==> config.mk <==
export PLATFORM = sky130hd
export DESIGN_NAME = serializer
export DESIGN_NICKNAME = d
export VERILOG_FILES = /design/src/rtl/serializer.sv
export SDC_FILE = /design/constraint.sdc
export NUM_CORES = 1
export LEC_CHECK = 0
export ABC_AREA = 0
export CELL_PAD_IN_SITES_DETAIL_PLACEMENT = 0
export CELL_PAD_IN_SITES_GLOBAL_PLACEMENT = 1
export CORE_ASPECT_RATIO = 1.25
export CORE_MARGIN = 2
export CORE_UTILIZATION = 40
export CTS_CLUSTER_DIAMETER = 50
export DETAILED_ROUTE_END_ITERATION = 10
export MAX_ROUTING_LAYER = met4
export PLACE_DENSITY_LB_ADDON = 0.05
export SLEW_MARGIN = 0
export SYNTH_ARGS = -nofsm -noshare
export SYNTH_HDL_FRONTEND = slang
export SYNTH_SLANG_ARGS = --single-unit
==> constraint.sdc <==
create_clock -name clk -period 4.85 [get_ports clk]
set_clock_uncertainty 0.15 [all_clocks]
set_input_delay 0.7275 -clock clk [delete_from_list [all_inputs] [get_ports clk]]
set_output_delay 0.7275 -clock clk [all_outputs]
set_load 0.01 [all_outputs]
==> src/rtl/serializer.sv <==
// serializer: sends a captured cache line as NUM_WORDS beats (word 0 first) with per-beat byte addresses.
//   clk, rst_n (async, active-low)  | line_in, addr_in, start : line capture request (sampled in IDLE)
//   word_out, word_addr, word_valid, word_last, word_ready : beat handshake | busy, done : status
module serializer #(
  parameter int WORD_W    = 32,
  parameter int NUM_WORDS = 8
) (
  input  logic                        clk,
  input  logic                        rst_n,
  input  logic [WORD_W*NUM_WORDS-1:0] line_in,
  input  logic [31:0]                 addr_in,
  input  logic                        start,
  output logic                        busy,
  output logic [WORD_W-1:0]           word_out,
  output logic [31:0]                 word_addr,
  output logic                        word_valid,
  input  logic                        word_ready,
  output logic                        word_last,
  output logic                        done
);
  localparam int LINE_W = WORD_W * NUM_WORDS;
  localparam int IDX_W  = $clog2(NUM_WORDS);
  localparam int BYTE_W = $clog2(WORD_W / 8);
  localparam int OFF_W  = IDX_W + BYTE_W;
  typedef enum logic [1:0] {IDLE, SEND, DONE} state_t;
  state_t              r_state, w_next;
  logic [LINE_W-1:0]   r_shift;
  logic [31-OFF_W:0]   r_addr;
  logic [IDX_W-1:0]    r_idx;
  logic                w_capture, w_xfer;
  assign w_capture = (r_state == IDLE) && start;
  assign w_xfer    = word_valid && word_ready;
  assign word_out  = r_shift[WORD_W-1:0];
  // the beat index fills the in-line offset bits, so it can never carry into the captured line address
  assign word_addr = {r_addr, r_idx, {BYTE_W{1'b0}}};
  always_comb begin
    w_next     = r_state;
    busy       = 1'b0;
    word_valid = 1'b0;
    word_last  = 1'b0;
    done       = 1'b0;
    case (r_state)
      IDLE: w_next = start ? SEND : IDLE;
      SEND: begin
        busy       = 1'b1;
        word_valid = 1'b1;
        word_last  = r_idx == IDX_W'(NUM_WORDS - 1);
        w_next     = (word_ready && word_last) ? DONE : SEND;
      end
      DONE: begin
        busy   = 1'b1;
        done   = 1'b1;
        w_next = IDLE;
      end
      default: w_next = IDLE;
    endcase
  end
  always_ff @(posedge clk or negedge rst_n)
    if (!rst_n) r_state <= IDLE;
    else        r_state <= w_next;
  always_ff @(posedge clk or negedge rst_n)
    if (!rst_n) begin
      r_shift <= '0;
      r_addr  <= '0;
      r_idx   <= '0;
    end else if (w_capture) begin
      r_shift <= line_in;
      r_addr  <= addr_in[31:OFF_W];
      r_idx   <= '0;
    end else if (w_xfer) begin
      r_shift <= r_shift >> WORD_W;
      r_idx   <= r_idx + IDX_W'(1);
    end
endmodule

Yosys cells after proc, flatten, opt, wreduce, memory -nomap -nowiden
Index checks and enable logic that the tools add are counted.

Register bits after elaboration: 288. Bits of input ports: 292. Output and inout bits: 68. Logic and storage cells: 25.

Reduce and logical (&&, ||, !) cells: 6. Equality and inequality tests: 3. Muxes and demuxes: 11. $add $sub $neg: 1.

Operators with widths (count): 256-bit two-way mux (2); 3-bit two-way mux (2); 1-bit two-way mux (5); 2-bit case mux with 2 select lines (1); 3-bit by 1-bit adder with 3-bit output (second input constant) (1); 3-bit == test (second input constant) (1); 1-bit logical AND (3); 2-bit by 1-bit == test with 1-bit output (second input constant) (1); 2-bit == test (second input constant) (1); 2-bit logical NOT (1); 2-bit two-way mux (1); 2-bit nonzero test (1); 2-bit OR reduction (1).

Depth between registers and ports, before layout
Depth in word-level cells: 5. Mapped depth: 7.

Worst setup path before layout
Ideal clock, no wire load.

Path kind: reg-to-output. From: reg r_state[1]. To: out word_last. Data arrival time: 1.283 ns. Cell stages (with the launch flop): 7. Path slack: 2.689 ns. Data required time: 3.973 ns. Path through: dfrtp_1 inv_1 ha_1 buf_6 buf_4 buf_2 and2_1.

Word-level cells in the longest chain between the ends: 2.

RTL lines: start, declared (line 26) `state_t r_state, w_next;`; start signal, assigned (line 60) `else r_state <= w_next;`; 2-bit by 1-bit == test with 1-bit output (line 42) `case (r_state)`; 1-bit two-way mux (line 42); end, declared (line 18) `output logic word_last,`.

Every way passes these cells.

Worst setup path in the final report
Same ends and word-level chain as after synthesis.

==> impl_metrics.csv <==
group,metric,value,unit
detailed_routing,drtIter0Drc,744,
grt,grt_pass1_vias,12570,
sta,fin_crit_sh,70.72,%
cts,numCtsBuffers,40,
final_layout,fin_area,0.02062,mm2
sta,hold_viol,0,
placement,io_buffer_count,352,
pwr,power_density,571.6,mW/mm2
sta,setup_tns,0,ps
setup_path,cp.buffers_inverters,2,
cts,postCtsResizedCells,0,
sta,drv_slew,0,
synthesis,postSynthCellCount,1487,
final_layout,nFillCells,3656,
cts,cts_root_buf,"clkbuf_16",
detailed_routing,wire_per_inst,21.81,um
setup_path,arrival,2550,ps
placement,gp_congestion,0.8510,
floorplan,die_x,183.7,um
final_layout,nNetsFinal,1983,
grt,overflow,0,
grt,grt_pass1_wl,75650,um
grt,grt_start_max_net_pins,170,
synthesis,synth_warnings,0,
sta,final-setup-viol-count,0,
cts,clk_latency,540,ps
setup_path,crit_path_start_kind,"flip-flop",
placement,hpwl,30350,um
sta,timing.fmax,0.2915,GHz
sta,worstMarginPinSlew,1070,ps
sta,rsz0062_at_grt,"no",
setup_path,crit_family,"adder cells",
synthesis,synth_area_per_cell,10.86,um2
final_layout,drive_gt1_share,8.863,%
floorplan,initial_utilization,40.37,%
detailed_routing,wirelength,48640,um
setup_path,setup.worst_path.end_class,"output port",
detailed_routing,drc_errors,0,
cts,htree_levels,2,
min_path,hold_class,"in2async",
floorplan,die_h,228.7,um
synthesis,ys_seq_area_share,44.61,%
floorplan,row_count,82,
setup_path,worstPathRequired,3970,ps
pwr,vdd_drop_max,329.4,uV
final_layout,area_delta_synth_final,27.66,%
setup_path,cp_max_fo,70,
setup_path,slowest_stage,"ha_4",
placement,placed_area,0.01927,mm2
outcome,run_status,"complete, no violations",
synthesis,synth_area,0.01615,mm2
setup_path,path_cells,"inv_1 > ha_4 > and2_1 > clkdlybuf4s50_1",
pwr,finalPower,11790,uW
detailed_routing,detail-route-antenna-nets,0,
cts,cts-hold-fix-buffers,0,
floorplan,io_pins,360,
cts,clk_pin_slew_worst_paths,50,ps
job,cap_violations,0,
cts,cts.sinks,288,
synthesis,synth.distinct_cells,24,
detailed_routing,vias,12360,
grt,antenna_found_initial,10,
floorplan,die_area,0.04202,mm2
detailed_routing,dr.pass1.iters,4,
cts,clock_path_buffers,3,
pwr,leakagePower,0.009615,uW
cts,post_cts_buffers,0,
setup_path,max_stage_delay,710,ps
floorplan,core,0.04001,mm2
final_layout,final_util,51.54,%
synthesis,synth-seq-cells,288,
detailed_routing,viasPerCell,5.542,
setup_path,crit_type,"reg2out",
grt,grt_util_all_layers,23.58,%
cts,cts_tree,"done",
sta,fin_crit,3430,ps
sta,relSlewSlack,28.66,%
==> placed cells by master (no fill, tap or decap), types with 2 or more instances in the layout <==
cell type | synthesis | routed
a31oi_1 | 224 | 224
clkbuf_1 | 53 | 8
mux2_4 | 20 | 20
a21bo_1 | 197 | 197
buf_4 | 44 | 16
and3b_1 | 224 | 224
nand3_1 | 226 | 226
a21bo_2 | 30 | 30
ha_1 | 5 | 3
conb_1 | 1 | 2
buf_8 | 0 | 2
a21oi_1 | 3 | 3
inv_1 | 2 | 2
clkbuf_8 | 0 | 5
dfrtp_1 | 288 | 288
clkinv_2 | 0 | 7
mux2_2 | 7 | 7
clkdlybuf4s50_1 | 0 | 349
ha_4 | 0 | 2
diode_2 | 0 | 11
a22o_1 | 32 | 32
buf_12 | 0 | 8
clkinvlp_4 | 0 | 4
clkbuf_16 | 0 | 41
bufinv_16 | 0 | 4
==> per-layer routing <==
layer	track usage (%)	wire (um)
met2	35.79	22600
met5	-	0
met3	5.051	2857
met1	31.77	21980
met4	6.750	1198
==> worst register-to-register path: stages, from the launching register on <==
cell     delay (ps)
dfrtp_1         400
inv_1           130
ha_4            650
nand2_8         800
buf_4           600
a31oi_1         200
==> where the power goes <==
part | switching, uW | internal (uW)
logic | 2280 | 2440
registers | 613 | 3510
clock network | 1110 | 1840
total | 4000 | 7790
==> layout make-up <==
type	count	area, um2	share of cell area (%)
Inverter	2	7.507	0.03640
Antenna cell	11	27.53	0.1335
Sequential cell	288	7207	34.95
Multi-Input combinational cell	978	7607	36.89
Timing Repair Buffer	376	3815	18.50
Clock inverter	17	202.7	0.9829
Clock buffer	54	1125	5.454
Tap cell	504	630.6	3.058
==> stage by stage <==
step / hold slack (ps) / std cells / worst slack (ps)
after floorplan: 281.9 / 1488 / 2689
after global placement: 335.3 / 2148 / 1835
after detailed placement: 340.4 / 2148 / 1816
after CTS: 186.4 / 2219 / 1400
after global routing: 223.6 / 2229 / 1293
final: 148.4 / 2230 / 1420
==> kinds of logic after synthesis <==
logic type,synth area share [%]
other,0.02321
buffers and inverters,8.566
multiplexers,2.347
flip-flops,44.61
adder cells (fa/ha/maj),0.3873
AND/OR/NAND/NOR,19.37
AO/OA/AOI/OAI,24.69
==> sequential cells by signal, summed over array words and instances, names as in the netlist <==
| signal | cells |
|---|---|
| r_shift | 256 |
| r_addr | 27 |
| r_state | 2 |
| r_idx | 3 |
==> synth_stat cells, drive strengths merged <==
| library cell | count | share of area (%) |
|---|---|---|
| and2 | 2 | 0.077 |
| nand3 | 226 | 7.0 |
| buf | 167 | 7.3 |
| nand3b | 1 | 0.046 |
| a31oi | 224 | 8.7 |
| dfrtp | 288 | 45 |
| conb | 1 | 0.023 |
| nand2 | 2 | 0.062 |
| a21o | 1 | 0.046 |
| ha | 5 | 0.39 |
| clkbuf | 53 | 1.2 |
| a21bo | 227 | 14 |
| inv | 2 | 0.046 |
| mux2 | 27 | 2.3 |
| and3b | 224 | 12 |
| a22o | 32 | 1.7 |
| and3 | 1 | 0.039 |
| a22oi | 1 | 0.077 |
| a21oi | 3 | 0.093 |
==> worst paths after layout <==
check / cells past startpoint / from / end / slack (ps)
max: 4 / r_state[1] / word_last / 1420
max in group asynchronous: 2 / rst_n / r_shift[78] / 3390
min reg2reg: 1 / r_shift[251] / r_shift[251] / 350
min in group clk: 1 / r_shift[251] / r_shift[251] / 350
min: 1 / rst_n / r_shift[11] / 150
max reg2reg: 5 / r_state[0] / r_shift[202] / 1840
Note: power is estimated with default switching activity, not from simulation.
